$ cat src/rtl/cdc_dmux_arb_pkg.sv
// Shared state encoding and width helpers for the CDC DMUX source arbiter.
// Optional ack/timeout path in the top is enabled by CDC_DMUX_ARB_ACK_EN.
package cdc_dmux_arb_pkg;

  typedef enum logic [1:0] {
    IDLE = 2'd0,
    HOLD = 2'd1,
    GAP  = 2'd2
  } arb_state_t;

  function automatic int clog2(input int n);
    int r;
    r = 0;
    for (int i = 0; i < 31; i++) begin
      if ((1 << i) < n) r = i + 1;
    end
    return r;
  endfunction

  function automatic int max2(input int a, input int b);
    return (a > b) ? a : b;
  endfunction

  function automatic int idx_w(input int n);
    return (clog2(n) < 1) ? 1 : clog2(n);
  endfunction

  function automatic int cnt_w(input int h, input int g);
    return clog2(max2(h, g)) + 1;
  endfunction

  localparam int DEF_NUM_REQ = 4;
  localparam int DEF_HOLD    = 6;
  localparam int DEF_GAP     = 4;
  localparam int DEF_IDX_W   = idx_w(DEF_NUM_REQ);
  localparam int DEF_CNT_W   = cnt_w(DEF_HOLD, DEF_GAP);

endpackage

$ cat src/rtl/cdc_dmux_arbiter_rr_pick.sv
// Combinational round-robin picker: search starts one past the pointer.
module cdc_dmux_rr_pick
  import cdc_dmux_arb_pkg::*;
#(
  parameter int P_NUM_REQ = 4,
  parameter int P_IDX_W   = 2
) (
  input  logic [P_NUM_REQ-1:0] i_req,
  input  logic [P_IDX_W-1:0]   i_ptr,
  output logic [P_NUM_REQ-1:0] o_gnt,
  output logic [P_IDX_W-1:0]   o_idx,
  output logic                 o_any
);

  logic [P_IDX_W-1:0] w_k;

  always_comb begin
    o_gnt = '0;
    o_idx = '0;
    o_any = 1'b0;
    w_k   = '0;
    for (int i = 1; i <= P_NUM_REQ; i++) begin
      w_k = P_IDX_W'((int'(i_ptr) + i) % P_NUM_REQ);
      if (!o_any && i_req[w_k]) begin
        o_any    = 1'b1;
        o_idx    = w_k;
        o_gnt[w_k] = 1'b1;
      end
    end
  end

endmodule

$ cat src/rtl/cdc_dmux_arbiter.sv
// Round-robin scheduler feeding one CDC DMUX source port with hold/gap pacing.
// Define CDC_DMUX_ARB_ACK_EN to end HOLD early on i_ack_src and flag timeouts.
module cdc_dmux_arbiter
  import cdc_dmux_arb_pkg::*;
#(
  parameter int P_NUM_REQ     = 4,
  parameter int P_DATA_WIDTH  = 16,
  parameter int P_HOLD_CYCLES = 6,
  parameter int P_GAP_CYCLES  = 4
) (
  input  logic                              i_clk,
  input  logic                              i_rst,
`ifdef CDC_DMUX_ARB_ACK_EN
  input  logic                              i_ack_src,
  output logic                              o_timeout,
`endif
  input  logic [P_NUM_REQ-1:0]              i_req_valid,
  input  logic [P_NUM_REQ*P_DATA_WIDTH-1:0] i_req_data,
  output logic [P_NUM_REQ-1:0]              o_req_ready,
  output logic                              o_valid_src,
  output logic [P_DATA_WIDTH-1:0]           o_data_src,
  output logic [idx_w(P_NUM_REQ)-1:0]       o_grant_idx,
  output logic                              o_busy
);

  localparam int IDX_W = idx_w(P_NUM_REQ);
  localparam int CNT_W = cnt_w(P_HOLD_CYCLES, P_GAP_CYCLES);

  arb_state_t              r_state, w_nxt_state;
  logic [CNT_W-1:0]        r_cnt, w_nxt_cnt;
  logic                    r_valid, w_nxt_valid;
  logic [P_DATA_WIDTH-1:0] r_data, w_nxt_data;
  logic [IDX_W-1:0]        r_idx, w_nxt_idx;
  logic [IDX_W-1:0]        r_ptr, w_nxt_ptr;
  logic                    r_timeout, w_nxt_timeout;

  logic [P_NUM_REQ-1:0]    w_gnt;
  logic [IDX_W-1:0]        w_win_idx;
  logic                    w_any;
  logic [P_DATA_WIDTH-1:0] w_win_data;
  logic                    w_ack;
  logic                    w_hold_end;

  cdc_dmux_rr_pick #(
    .P_NUM_REQ (P_NUM_REQ),
    .P_IDX_W   (IDX_W)
  ) u_pick (
    .i_req (i_req_valid),
    .i_ptr (r_ptr),
    .o_gnt (w_gnt),
    .o_idx (w_win_idx),
    .o_any (w_any)
  );

  always_comb begin
    w_win_data = '0;
    for (int k = 0; k < P_NUM_REQ; k++) begin
      if (w_gnt[k]) w_win_data = i_req_data[k*P_DATA_WIDTH +: P_DATA_WIDTH];
    end
  end

`ifdef CDC_DMUX_ARB_ACK_EN
  assign w_ack = i_ack_src;
`else
  assign w_ack = 1'b0;
`endif

  assign w_hold_end = (r_cnt == '0) || w_ack;

  always_comb begin
    w_nxt_state   = r_state;
    w_nxt_cnt     = r_cnt;
    w_nxt_valid   = r_valid;
    w_nxt_data    = r_data;
    w_nxt_idx     = r_idx;
    w_nxt_ptr     = r_ptr;
    w_nxt_timeout = 1'b0;
    unique case (r_state)
      IDLE: begin
        if (w_any) begin
          w_nxt_state = HOLD;
          w_nxt_cnt   = CNT_W'(P_HOLD_CYCLES - 1);
          w_nxt_valid = 1'b1;
          w_nxt_data  = w_win_data;
          w_nxt_idx   = w_win_idx;
          w_nxt_ptr   = w_win_idx;
        end
      end
      HOLD: begin
        if (w_hold_end) begin
          w_nxt_state   = GAP;
          w_nxt_cnt     = CNT_W'(P_GAP_CYCLES - 2);
          w_nxt_valid   = 1'b0;
          w_nxt_timeout = !w_ack;
        end else begin
          w_nxt_cnt = r_cnt - 1'b1;
        end
      end
      GAP: begin
        // IDLE itself supplies the last low cycle of the guard gap
        if (r_cnt == '0) w_nxt_state = IDLE;
        else             w_nxt_cnt   = r_cnt - 1'b1;
      end
      default: w_nxt_state = IDLE;
    endcase
  end

  always_ff @(posedge i_clk) begin
    if (i_rst) begin
      r_state   <= IDLE;
      r_cnt     <= '0;
      r_valid   <= 1'b0;
      r_data    <= '0;
      r_idx     <= '0;
      r_ptr     <= IDX_W'(P_NUM_REQ - 1);
      r_timeout <= 1'b0;
    end else begin
      r_state   <= w_nxt_state;
      r_cnt     <= w_nxt_cnt;
      r_valid   <= w_nxt_valid;
      r_data    <= w_nxt_data;
      r_idx     <= w_nxt_idx;
      r_ptr     <= w_nxt_ptr;
      r_timeout <= w_nxt_timeout;
    end
  end

  assign o_req_ready = (r_state == IDLE && !i_rst) ? w_gnt : '0;
  assign o_valid_src = r_valid;
  assign o_data_src  = r_data;
  assign o_grant_idx = r_idx;
  assign o_busy      = (r_state != IDLE);

`ifdef CDC_DMUX_ARB_ACK_EN
  assign o_timeout = r_timeout;
`endif

endmodule

$ cat config.mk
export PLATFORM = sky130hd
export DESIGN_NAME = cdc_dmux_arbiter
export DESIGN_NICKNAME = d
export VERILOG_FILES = /design/src/rtl/cdc_dmux_arb_pkg.sv /design/src/rtl/cdc_dmux_arbiter_rr_pick.sv /design/src/rtl/cdc_dmux_arbiter.sv
export SDC_FILE = /design/constraint.sdc
export NUM_CORES = 1
export LEC_CHECK = 0
export BUFFER_PORTS_ARGS = -buffer_cell sky130_fd_sc_hd__buf_2
export CAP_MARGIN = 20
export CORE_ASPECT_RATIO = 0.5
export CORE_MARGIN = 5
export CORE_UTILIZATION = 33
export CTS_CLUSTER_SIZE = 16
export DETAILED_ROUTE_END_ITERATION = 8
export PLACE_DENSITY = 0.61
export SKIP_LAST_GASP = 1
export SYNTH_ARGS = -nofsm -noshare
export SYNTH_HDL_FRONTEND = slang
export SYNTH_SLANG_ARGS = --single-unit
$ cat constraint.sdc
create_clock -name i_clk -period 3.1 [get_ports i_clk]
set_input_delay 0.155 -clock i_clk [delete_from_list [all_inputs] [get_ports i_clk]]
set_output_delay 0.155 -clock i_clk [all_outputs]
set_load 0.02 [all_outputs]
==> flow_summary_export.csv <==
group,metric,value,unit
status,outcome,"complete, no violations",
clocking,cts_max_path_buffers,2,
timing,worst-slew-pin-transition,0.810,ns
drt,drt_pre_antenna_iters,5,
clocking,cts_resized,0,
timing,final.setup.tns,0,ns
finish,number_of_inserted_diodes,0,
floorplan,core_area,0.00662,mm²
setup_path,critical_setup_path_kind,"flip-flop to output pin",
place,globalplace.congestion,0.837,
clocking,clock_tree.htree_level_count,1,
setup_path,timing.critical_path.cells,"inv_1, ha_1, mux4_2, o21ai_1, a221oi_2, nor2_2, buf_2",
global_route,grt_start_max_net_pins,19,
drt,detail_route.wirelength,6.82,mm
setup_path,cp_max_fo,17,
yosys,synth_top_area_share,24.2,%
setup_path,crit_path_start_kind,"flip-flop",
yosys,postSynthRegisterBits,27,
finish,most_common_cell_after_layout_fill_and_taps_aside,"buf_2",
drt,average_wire_per_cell_in_the_routed_design,15.6,µm
global_route,antenna_found_initial,0,
timing,finalClockSkew,0.00451,ns
setup_path,crit_path_end_kind,"output pin",
power,cell_internal_power,1.44,mW
flow_run,max-cap-violations,0,
global_route,grt_pass1_wl,10.5,mm
clocking,path_clk_slew,0.07,ns
yosys,post_synth.cell_area_avg,8.66,µm²
yosys,parity_gate_share_of_the_synthesized_area_counting_xor_and_xnor_cells,0,%
drt,drt-vias-per-instance,5.34,
finish,post_route_cells_drive_above_1_share,37.3,%
drt,detail_route.iter0.violations,158,
floorplan,dieWidth,126,µm
timing,finalWorstPathRequiredPeriod,2.91,ns
clocking,cts_setup_buffers,0,
power,power.net_switching,1.33,mW
yosys,async_flop_share,0,%
timing,rsz_0062_raised_after_global_routing,"false",
yosys,synth-seq-area-share,24.2,%
power,clk_network_pwr_share,10.7,%
yosys,synth_fp_nets,342,
timing,timing.fmax,344,MHz
place,hpwlAfterDp,5.20,mm
floorplan,die-area,0.00862,mm²
power,comb_power_share,69.5,%
yosys,synthCells,258,
floorplan,ioPinCount,94,
drt,drcViolationCount,0,
floorplan,rows,21,
yosys,netlist.top_cell.by_area,"dfxtp_1",
yosys,synth.yosys.warnings,0,
timing,timing.final.hold_violations,0,
yosys,synth-adder-area-share,7.84,%
yosys,netlist_top_cells_area,"dfxtp_1 24%, ha_1 7.8%, o221ai_1 6.3%",
floorplan,die_y,68.2,µm
timing,timing.final.crit_share,93.8,%
yosys,synth.mux.area_fraction,4.48,%
global_route,grt_pass1_vias,2291,
clocking,numClockSinks,27,
timing,setup_viol,0,
finish,final_net_count,431,
timing,max_slew_violation_count,0,
finish,finalCoreUtilization,43.1,%
clocking,cts.root.buffer_cell,"clkbuf_16",
power,seqPwrFrac,19.7,%
power,power.leakage,1.23,nW
yosys,syn-cell-area,0.00223,mm²
setup_path,critical_path_arrival,2.75,ns
min_path,holdCritPathClass,"primary input to flip-flop",
setup_path,worstPathRequired,2.94,ns
clocking,clock_insertion_delay_worst_skew,0.26,ns
global_route,aggregate_global_route_resource_usage,14.6,%
setup_path,critical_path.max_stage_delay,0.61,ns
yosys,synth_simple_gate_area_share,12.7,%
floorplan,initial_core_util,33.7,%
timing,relSlewSlack,45.6,%
finish,area_delta_synth_final,27.7,%
yosys,synth_top_family_by_area,"compound AO/OA/AOI/OAI gates",
drt,routed-via-count,2341,
yosys,synthFlopType,"dfxtp_1",
yosys,synth_enable_flop_cells,0,
yosys,synth_compound_area_share,43.2,%
power,power-per-cell-area,972,mW/mm²
drt,remaining_antenna_violation_count,0,
global_route,gr-total-overflow,0,
clocking,cts_tree,"built",
place,numPortBuffers,93,
yosys,yosys.cell_types.count,51,
clocking,cts_made_buffers,3,
power,sw_frac_of_total,48.1,%
clocking,ctsHoldBuffers,0,
power,vdd_ir_drop_max,0.336,mV
setup_path,crit_path_top_delay_cell,"nor2_2",
finish,layout_common_cells,"93 x buf_2, 27 x dfxtp_1, 19 x o21ai_1",
path summary, 6_finish.rpt:
| path | from | end | slack (ns) | depth (start not counted) |
|---|---|---|---|---|
| worst max-delay path | r_ptr[1] | o_req_ready[3] | 0.19 | 7 |
| worst min-delay path | i_req_data[53] | o_data_src[5] | 0.13 | 3 |
| worst max register to register | r_ptr[1] | o_data_src[4] | 0.46 | 10 |
| worst min register to register | o_grant_idx[0] | o_grant_idx[0] | 0.46 | 2 |
cells by family after synthesis:
family / Yosys count
buf+inv: 28
fa+ha+maj: 14
compound gates: 129
flops: 27
simple gates: 53
mux: 7
power groups by stage:
stage | clock network (mW) | logic, mW | registers [mW]
3_5_place_dp | 0 | 1.87 | 0.554
3_3_place_gp | 0 | 1.83 | 0.549
6_report | 0.298 | 1.93 | 0.548
4_1_cts | 0.308 | 1.88 | 0.546
2_1_floorplan | 0 | 1.38 | 0.644
5_1_grt | 0.326 | 2.13 | 0.563
state kept, by name, summed over array words and instances (netlist names):
signal / cells
o_data_src: 16
r_cnt: 4
o_grant_idx: 2
r_ptr: 2
r_state: 2
o_valid_src: 1
layer usage:
| layer | up-vias | routed length (µm) | track usage, % |
|---|---|---|---|
| met2 | 52 | 3550 | 29.7 |
| met1 | 1097 | 2990 | 17.3 |
| met5 | - | 0 | 0 |
| met3 | 8 | 194 | 0.935 |
| met4 | 0 | 78 | 3.07 |
| li1 | 1184 | - | - |
final cells by class:
cell class | instances | area (µm²)
Clock inverter | 1 | 5.00
Tap cell | 92 | 115
Multi-Input combinational cell | 203 | 1520
Sequential cell | 27 | 541
Timing Repair Buffer | 104 | 564
Clock buffer | 3 | 75.1
Fill cell | 689 | 3770
Inverter | 8 | 30.0
cell usage after synthesis (all sizes together) (2+ instances only):
| library cell | n |
|---|---|
| clkbuf | 4 |
| nor3 | 3 |
| nor2 | 17 |
| nor2b | 2 |
| o21a | 17 |
| a221o | 2 |
| o21ai | 31 |
| nand2 | 17 |
| inv | 8 |
| nand3b | 2 |
| mux4 | 2 |
| dfxtp | 27 |
| mux2i | 4 |
| a221oi | 4 |
| and2 | 2 |
| ha | 14 |
| o221ai | 16 |
| a22oi | 17 |
| nand2b | 2 |
| a21oi | 16 |
| a211oi | 18 |
| or3b | 2 |
| buf | 16 |
per-stage QoR:
stage	area, µm²	cells	worst slack [ns]	hold slack (ns)	power [mW]
floorplan	2230	258	0.251	0.251	2.03
global placement	2740	432	0.208	0.394	2.37
detailed placement	2750	433	0.181	0.405	2.43
CTS	2830	437	0.169	0.131	2.73
global route	2850	438	0.000969	0.134	3.02
finish	2850	438	0.192	0.134	2.77
critical path: cells and delay by family (launching register included):
family	cells	cell delay [ns]
adders and majority gates	1	0.46
AOI/OAI and AO/OA	2	0.25
muxes	1	0.46
buffers and inverters	2	0.37
and+or+nand+nor	1	0.61
DFF	1	0.33
Note: power is estimated with default switching activity, not from simulation.
